--- src/rtl/button_debouncer_pkg.sv ---
// Shared state encodings and default sizing for the push-button debouncer.
package button_debouncer_pkg;

  typedef enum logic [1:0] {
    ST_LOW    = 2'd0,
    ST_WAIT_H = 2'd1,
    ST_HIGH   = 2'd2,
    ST_WAIT_L = 2'd3
  } db_state_e;

  localparam int STABLE_CYCLES_DEFAULT = 4;
  localparam int CNT_W_DEFAULT         = 8;

endpackage

--- src/rtl/button_debouncer_sync_2ff.sv ---
// Two-flop synchroniser for a single asynchronous level; reset clears both stages.
module sync_2ff (
  input  logic clk,
  input  logic rst,
  input  logic d,
  output logic q
);

  logic meta_q;
  logic sync_q;

  always_ff @(posedge clk) begin
    if (rst) begin
      meta_q <= 1'b0;
      sync_q <= 1'b0;
    end else begin
      meta_q <= d;
      sync_q <= meta_q;
    end
  end

  assign q = sync_q;

endmodule

--- src/rtl/button_debouncer.sv ---
// Debounces a raw button level: synchronise, require STABLE_CYCLES of agreement,
// then emit a registered level and single-cycle rise/fall pulses.
module button_debouncer
  import button_debouncer_pkg::*;
#(
  parameter int STABLE_CYCLES = STABLE_CYCLES_DEFAULT,
  parameter int CNT_W         = CNT_W_DEFAULT
) (
  input  logic clk,
  input  logic rst,
  input  logic in,
  output logic out,
  output logic rise,
  output logic fall
);

  localparam logic [CNT_W-1:0] CNT_LAST = CNT_W'(STABLE_CYCLES - 1);
  localparam logic [CNT_W-1:0] CNT_ONE  = CNT_W'(1);

  logic             s;
  db_state_e        state_q, state_d;
  logic [CNT_W-1:0] cnt_q, cnt_d;
  logic             out_q, out_d;
  logic             rise_q, rise_d;
  logic             fall_q, fall_d;

  sync_2ff u_sync (
    .clk (clk),
    .rst (rst),
    .d   (in),
    .q   (s)
  );

  always_ff @(posedge clk) begin
    if (rst) begin
      state_q <= ST_LOW;
      cnt_q   <= '0;
      out_q   <= 1'b0;
      rise_q  <= 1'b0;
      fall_q  <= 1'b0;
    end else begin
      state_q <= state_d;
      cnt_q   <= cnt_d;
      out_q   <= out_d;
      rise_q  <= rise_d;
      fall_q  <= fall_d;
    end
  end

  // The WAIT states count edges of agreement; any disagreement drops straight back.
  always_comb begin
    state_d = state_q;
    cnt_d   = cnt_q;
    out_d   = out_q;
    rise_d  = 1'b0;
    fall_d  = 1'b0;
    case (state_q)
      ST_LOW: begin
        if (s) begin
          state_d = ST_WAIT_H;
          cnt_d   = CNT_ONE;
        end else begin
          cnt_d   = '0;
        end
      end
      ST_WAIT_H: begin
        if (!s) begin
          state_d = ST_LOW;
          cnt_d   = '0;
        end else if (cnt_q == CNT_LAST) begin
          state_d = ST_HIGH;
          cnt_d   = '0;
          out_d   = 1'b1;
          rise_d  = 1'b1;
        end else begin
          cnt_d   = cnt_q + 1'b1;
        end
      end
      ST_HIGH: begin
        if (!s) begin
          state_d = ST_WAIT_L;
          cnt_d   = CNT_ONE;
        end else begin
          cnt_d   = '0;
        end
      end
      ST_WAIT_L: begin
        if (s) begin
          state_d = ST_HIGH;
          cnt_d   = '0;
        end else if (cnt_q == CNT_LAST) begin
          state_d = ST_LOW;
          cnt_d   = '0;
          out_d   = 1'b0;
          fall_d  = 1'b1;
        end else begin
          cnt_d   = cnt_q + 1'b1;
        end
      end
      default: begin
        state_d = ST_LOW;
        cnt_d   = '0;
        out_d   = 1'b0;
      end
    endcase
  end

  assign out  = out_q;
  assign rise = rise_q;
  assign fall = fall_q;

endmodule

--- config.mk ---
export PLATFORM = sky130hd
export DESIGN_NAME = button_debouncer
export DESIGN_NICKNAME = d
export VERILOG_FILES = /design/src/rtl/button_debouncer_pkg.sv /design/src/rtl/button_debouncer_sync_2ff.sv /design/src/rtl/button_debouncer.sv
export SDC_FILE = /design/constraint.sdc
export NUM_CORES = 1
export LEC_CHECK = 0
export ABC_CLOCK_PERIOD_IN_PS = 2810
export CAP_MARGIN = 20
export CELL_PAD_IN_SITES_DETAIL_PLACEMENT = 0
export CELL_PAD_IN_SITES_GLOBAL_PLACEMENT = 1
export CORE_MARGIN = 4
export CORE_UTILIZATION = 35
export DETAILED_ROUTE_END_ITERATION = 10
export DONT_BUFFER_PORTS = 1
export PLACE_DENSITY = 0.62
export SLEW_MARGIN = 20
export SYNTH_ARGS = -nofsm -noshare
export SYNTH_HDL_FRONTEND = slang
export SYNTH_SLANG_ARGS = --single-unit
--- constraint.sdc ---
create_clock -name clk -period 2.81 [get_ports clk]
set_input_delay 0.4215 -clock clk [delete_from_list [all_inputs] [get_ports clk]]
set_output_delay 0.4215 -clock clk [all_outputs]
set_load 0.01 [all_outputs]
Word-level counts from Yosys, hierarchy flattened:

Index checks and enable logic that the tools add are counted.
W data, S select, Z words.

* output and inout bits: 3
* memory bits (read-only): 0
* latch bits: 0
* memories kept: 0
* flip-flop bits (word level): 15
* RAM bits: 0

* equality and inequality tests: 12
* $add $sub $neg: 1
* muxes and demuxes: 19
* shift operators: 0
* bitwise gates (word level): 3
* reductions and logical operators: 6
* multiply operators: 0
* divide/modulo/power cells: 0
* order comparisons: 0

Operators by type and width (count)
* $pmux W8 S4: 1
* $mux W8: 3
* $mux W2: 6
* $add A8 B1 Y8 const B: 1
* $eq A8 B2 Y1 const B: 1
* $ne A2 B2 Y1 const B: 4
* $pmux W2 S4: 1
* $mux W1: 7
* $reduce_or A3 Y1: 2
* $reduce_and A5 Y1: 1
* $eq A2 B2 Y1 const B: 2
* $ne A2 B1 Y1 const B: 2
* $reduce_and A4 Y1: 1
* $ne A3 B2 Y1 const B: 1
* $ne A3 B3 Y1 const B: 1
* $not A1 Y1: 3
* $eq A2 B1 Y1 const B: 1
* $logic_not A2 Y1: 1
* $pmux W1 S2: 1
* $reduce_bool A2 Y1: 1

Logic depth before layout (Yosys ltp):

Gate-level depths: netlist of run 1.

* depth in word-level cells: 4
* mapped depth: 4
* gate-level depth less buffers: 4

Cells and area by module:

Synthesis of run 1 repeated with hierarchy kept, for this count alone.

* cell total of the unflattened synthesis: 65
* area, all modules: 624.3 µm²

Modules (own cells, without submodules)
* button_debouncer: cells an instance 61, area each 571.8 µm², sequential area each 260.2 µm², instances 1
* sync_2ff: cells an instance 4, area each 52.6 µm², sequential area each 40.0 µm², instances 1

Worst setup path before layout of run 1:

No wires, ideal clock.

* kind: reg-to-reg
* start point: reg cnt_q[0]
* end point: reg (tool-made name)
* stages on the path, launching flop included: 5
* setup time: 125 ps
* data arrival time: 1336 ps
* data required time: 2685 ps
* path slack: 1348 ps
* cells stage by stage: dfxtp_1 -> ha_1 -> or3b_2 -> o31ai_1 -> a21oi_1

RTL lines
* start: declaration: RTL line button_debouncer.sv:22 `logic [CNT_W-1:0] cnt_q, cnt_d;`
* start signal: assignment: RTL line button_debouncer.sv:43 `cnt_q <= cnt_d;`

==> metrics, run 1 <==
cell with the most instances after synthesis=dfxtp_1; CP max FO=4; Yosys top cell by area=dfxtp_1; CP Capture Type=flip-flop; ranking of synthesized cells by area=dfxtp_1 (47%), a211oi_1 (4.7%), o21ai_0 (3.1%); root buffer cell=clkbuf_4; synthesis-to-finish area growth=6.68%; Syn Inst Count=66; Tcrit/Tclk final=55.0%; HPWL after DPL=782 microns; type of origin of the critical path=flip-flop; largest net degree at the start of global routing=9; Slew headroom=67.0%; die span in x=50.7 microns; Synth top area share=47.2%; crit-path cells=ha_1, or3b_2, o31ai_1, a21oi_1; Num CTS Buffers=3; overall power=346 uW; Worst Setup SP=cnt_q[0]; Die ar.=2570 sq um; VDD IR-drop max=218 uV; worst endpoint data arrival time=1.72 ns; Fmax achieved=648 MHz; initial antenna violation count=0; Die Span Y=50.7 microns; Initial Util=36.9%; family with the most delay on the worst path=simple AND/OR/NAND/NOR gates; CTS Buffer Depth=2; first-pass GRT wire length=1840 microns; Ports=6; TritonCTS clock tree=built; Post-synth EDFFs=0; clock sink count=15; FF-to-FF path depth=4; register-to-register setup slack=1.27 ns; Net Count, Synth=70; H-Tree Depth=1; gpl congestion=0.724; DRC Markers=0; Final min period=1.54 ns; Worst-Skew Late Latency=0.28 ns; setup slack after layout=1.27 ns; DRT Pass-1 Iters=4; final setup vio count=0; synth unique cells=27; Post-Syn Area=637 sq um; post-route cell area=679 sq um; final design utilization=39.3%; syn avg cell area=9.65 sq um; slowest stage delay, CP=0.52 ns; Final Max Slew Viols=0; GRT Total Usage=9.59%; Hold WC Path Type=input port to flip-flop; Cell Rows=15; Yosys warning total=0; DR vias=466; pwr dens=509 nW/um^2; Post-CTS Resized=0; dpl cell area=653 sq um; number of global-route vias before repair=429; Fillers=185; CP Class=flip-flop to flip-flop; Final Hold Fails=0; fraction of registers with async set/reset=0%; Max-Cap Viols=0; Worst R2R Start=cnt_q[0]; Critical Path Stages=4; routed wire length=1040 microns; post-CTS setup buffer count=0; critical path's slowest cell=or3b_2; commonest cells in the netlist=dfxtp_1 (15), a211oi_1 (4), o21ai_0 (4); Routed Antenna Nets=0; number of inserted diodes=0; CP required=2.98 ns; dominant synthesized flop cell=dfxtp_1; DR vias/cell=5.01; GRT overflow=0; # hold bufs at CTS=0; outcome=finished clean; Setup TNS=0 ns; FF+latch count, synth=15; post-place setup slack=1.28 ns; worst slew pin tran=0.491 ns; Crit path buffers/inverters=0; cell leakage power=0.210 nW; fraction of layout cells with a size suffix above 1=8.82%; sequential share of the synthesized area=47.2%; Port Buffers=0; core box area=1730 sq um; clock slew at reported path FFs=0.09 ns; wire per inst=11.1 microns; Final #Nets=73; skew final=0.000923 ns; drt initial violations=9; RSZ-0062 raised after global routing=no
## metrics by stage
stage	hold WS, ns	cells
after floorplan	0.414	66
after global placement	0.417	89
after detailed placement	0.435	89
after CTS	0.185	93
after global routing	0.181	93
final	0.195	93
## worst min path at each step
stage | start | to | slack, ns | cells past startpoint
4_1_cts | rst | u_sync.q | 0.18 | 1
3_3_place_gp | u_sync.meta_q | u_sync.q | 0.42 | 1
3_5_place_dp | u_sync.meta_q | u_sync.q | 0.43 | 1
6_report | rst | u_sync.q | 0.19 | 1
5_1_grt | rst | flip-flop | 0.18 | 1
2_1_floorplan | u_sync.meta_q | u_sync.q | 0.41 | 1
## layout make-up
class	count	area, sq um	share of cell area [%]
clock buffer	4	26.3	3.87
inverter	2	7.51	1.10
multi-input combinational	47	314	46.2
sequential	15	300	44.2
tap	25	31.3	4.60
## cell families (layout without fill, tap and decap cells)
kind of cell    count (synthesis)  count (layout)  synth area share [%]
fa+ha+maj                       1               1                  1.96
simple gates                   30              30                  30.1
compound gates                 12              12                  11.8
flops                          15              15                  47.2
buf+inv                         4               6                  3.54
xor+xnor                        4               4                  5.50
## worst register-to-register path, stage by stage (launching register included)
cell and delay [ns]:
dfxtp_1 0.38, ha_1 0.22, or3b_2 0.53, o31ai_1 0.21, a21oi_1 0.09
## metal layers
layer	part of all wire, %	global-route usage (%)	wire (microns)	vias to the layer above
met5	0	0	0	-
met4	1.6	2.69	17	0
met3	6.9	4.45	71	3
met2	40	14.1	410	13
met1	52	12.4	536	206
li1	-	-	-	244
## registers in the layout (all words and copies together) (netlist names), named ones only
| register | cells |
|---|---|
| rise | 1 |
| state_q | 1 |
| out | 1 |
| u_sync.q | 1 |
| u_sync.meta_q | 1 |
| cnt_q | 8 |
| fall | 1 |
## placed cells by master (no fill, tap or decap), types with 2 or more instances in the layout
master and count:
xnor2_1 2, o21ai_0 4, nor2b_1 2, nand2_1 2
a211oi_1 4, nand3_1 3, or3_1 3, a21oi_1 2
nor2_1 3, nand2b_1 3, xor2_1 2, nor4_1 3
nand4_1 3, clkbuf_4 3, inv_1 2, dfxtp_1 15
nor3b_1 2
## where the power goes
part / switching [mW] / internal, mW
sequential: 0.00173 / 0.215
clock: 0.0700 / 0.0552
combinational: 0.00162 / 0.00275
(Power assumes the default switching activity.)
==> run 2: changes to the inputs <==
--- a/config.mk
+++ b/config.mk
@@ -5,7 +5,7 @@
 export SDC_FILE = /design/constraint.sdc
 export NUM_CORES = 1
 export LEC_CHECK = 0
-export ABC_CLOCK_PERIOD_IN_PS = 2810
+export ABC_CLOCK_PERIOD_IN_PS = 1300
 export CAP_MARGIN = 20
 export CELL_PAD_IN_SITES_DETAIL_PLACEMENT = 0
 export CELL_PAD_IN_SITES_GLOBAL_PLACEMENT = 1
@@ -13,7 +13,7 @@
 export CORE_UTILIZATION = 35
 export DETAILED_ROUTE_END_ITERATION = 10
 export DONT_BUFFER_PORTS = 1
-export PLACE_DENSITY = 0.62
+export PLACE_DENSITY = 0.64
 export SLEW_MARGIN = 20
 export SYNTH_ARGS = -nofsm -noshare
 export SYNTH_HDL_FRONTEND = slang
==> constraint.sdc (replaced) <==
create_clock -name clk -period 1.3 [get_ports clk]
set_input_delay 0.195 -clock clk [delete_from_list [all_inputs] [get_ports clk]]
set_output_delay 0.195 -clock clk [all_outputs]
set_load 0.01 [all_outputs]
==> run 2 against run 1 <==
Against the previous run: the flow now finishes with violations (setup timing); maximum frequency is 14% higher; combinational power increased to 5.0 times the previous value; critical path depth is 1 lower; setup slack got worse by 1.3 ns; non-clock buffer count grew 17; sequential power is 120% higher; clock-buffer cell count down 1; register-to-register slack got worse by 1.3 ns; core utilization rose by 9.9 points; total power grew 120%; largest cell class unchanged; largest power group unchanged.
==> metrics, run 2 (same netlist as run 1, synthesis figures left out) <==
outcome=finished with violations; failing checks=setup timing; gpl congestion=0.761 (+5.1%); Hold WC Path Type=input port to flip-flop; VDD IR-drop max=650 uV (+200%); core box area=1730 sq um (unchanged); post-route cell area=851 sq um (+25%); post-CTS setup buffer count=0 (unchanged); Fmax achieved=740 MHz (+14%); switching share of power=22.2% (+0.95 points); CP Class=flip-flop to flip-flop; most frequent cells in the layout=buf_4 (16), dfxtp_1 (12); max reg flops=8 (unchanged); DRT Pass-1 Iters=3 (-1); setup slack after layout=-0.0511 ns (-1.32 ns); CTS Buffer Depth=2 (unchanged); NetSw=168 uW (+130%); root buffer cell=clkbuf_4; Slew headroom=85.5% (+18 points); TritonCTS clock tree=built; Ports=6 (unchanged); CP required=1.54 ns (-1.44 ns); CP max FO=5 (+1); part of the power in the clock network=35.6% (-0.6 points); clock slew at reported path FFs=0.09 ns (about the same); cell leakage power=0.302 nW (+44%); synthesis-to-finish area growth=33.6%; largest net degree at the start of global routing=10 (+1); post-place setup slack=-0.0769 ns (-1.36 ns); Critical Path Stages=3 (-1); dpl cell area=792 sq um (+21%); Logic pwr share=2.9% (+1.6 points); H-Tree Depth=1 (unchanged); HPWL after DPL=941 microns (+20%); final setup vio count=4 (+4); FF-to-FF path depth=3 (-1); Final Max Slew Viols=0 (unchanged); skew final=0.00567 ns (+0.00474 ns); Final Hold Fails=0 (unchanged); Final min period=1.35 ns (-0.193 ns); pwr dens=892 nW/um^2 (+75%); Final #Nets=90 (+23%); family with the most delay on the worst path=simple AND/OR/NAND/NOR gates; Reg power frac=61.5% (-1.0 points); Int Power=591 uW (+120%); number of inserted diodes=0 (unchanged); Hold WS=0.0473 ns (-0.147 ns); worst hold path cell count=1 (unchanged); slowest stage delay, CP=0.58 ns (+0.06 ns); RSZ-0062 raised after global routing=yes; Crit path buffers/inverters=0 (unchanged); most common cell after layout, fill and taps aside=buf_4; Routed Antenna Nets=0 (unchanged); wire per inst=12.2 microns (+9.6%); fraction of layout cells with a size suffix above 1=36.5% (+28 points); DR vias=536 (+15%); Cell Rows=15 (unchanged); Initial Util=36.9% (unchanged); routed wire length=1340 microns (+30%); type of origin of the critical path=flip-flop; GRT Total Usage=12.4% (+2.8 points); crit-path cells=or4_4, nor2_4, and4bb_1; Tcrit/Tclk final=104% (+49 points); number of global-route vias before repair=527 (+23%); Most flops, register=cnt_q; die span in x=50.7 microns (unchanged); GRT overflow=0 (unchanged); Die ar.=2570 sq um (unchanged); initial antenna violation count=0 (unchanged); DR vias/cell=4.87 (-2.8%); clock sink count=15 (unchanged); Max-Cap Viols=0 (unchanged); Num CTS Buffers=3 (unchanged); CP Capture Type=flip-flop; Die Span Y=50.7 microns (unchanged); Worst-Skew Late Latency=0.29 ns (about the same); drt initial violations=2 (-7); critical path's slowest cell=or4_4; worst endpoint data arrival time=1.59 ns (-0.13 ns); Port Buffers=0 (unchanged); DRC Markers=0 (unchanged); worst slew pin tran=0.216 ns (-0.275 ns); first-pass GRT wire length=2350 microns (+27%)
[run 2: cell type report]
cell class,count,area (sq um)
clock buffer,3,22.5
fill,181,876
timing repair buffer,17,130
multi-input combinational,47,350
sequential,15,304
inverter,2,7.51
clock inverter,1,5.00
tap,25,31.3
[run 2: worst paths after layout]
check / slack [ns] / to / startpoint
setup reg to reg: -0.05 / rise / cnt_q[3]
setup / recovery: -0.05 / rise / cnt_q[3]
hold reg to reg: 0.45 / u_sync.q / u_sync.meta_q
hold / removal: 0.05 / u_sync.meta_q / in
[run 2: worst reg2reg max path, delay by kind of cell, from the launching register on]
kind	cells	cell delay [ns]
DFF	1	0.32
and+or+nand+nor	3	0.99
[run 2: routing by layer]
metal  part of all wire, %  up-vias  track usage [%]
li1                      -      277                -
met1                    51      251             15.1
met2                    44        6             19.3
met3                   4.3        2             6.23
met4                  0.60        0             2.69
met5                     0        -                0
[run 2: metrics by stage]
stage / util [%] / instances / TNS, ns / power (mW)
global placement: 45.9 / 105 / -0.136 / 0.493
global route: 49.3 / 110 / -0.487 / 0.794
floorplan: - / 66 / -0.0178 / 0.486
detailed placement: 45.9 / 105 / -0.120 / 0.494
finish: 49.3 / 110 / -0.101 / 0.759
CTS: 48.3 / 110 / -0.103 / 0.773
[run 2: repair_timing]
item / CTS / global route
hold buffers: 1 / 0
pin swaps: 2 / 1
hold endpoints to repair: 5 / 0
setup endpoints to repair: 4 / 9
resized for setup: 1 / 4
[run 2: power groups by stage]
stage / Combinational (mW) / Sequential [mW] / Clock, mW
after global placement: 0.0159 / 0.477 / 0
after floorplan: 0.00859 / 0.478 / 0
after detailed placement: 0.0161 / 0.478 / 0
final: 0.0220 / 0.467 / 0.270
after global routing: 0.0242 / 0.468 / 0.302
after CTS: 0.0206 / 0.467 / 0.286
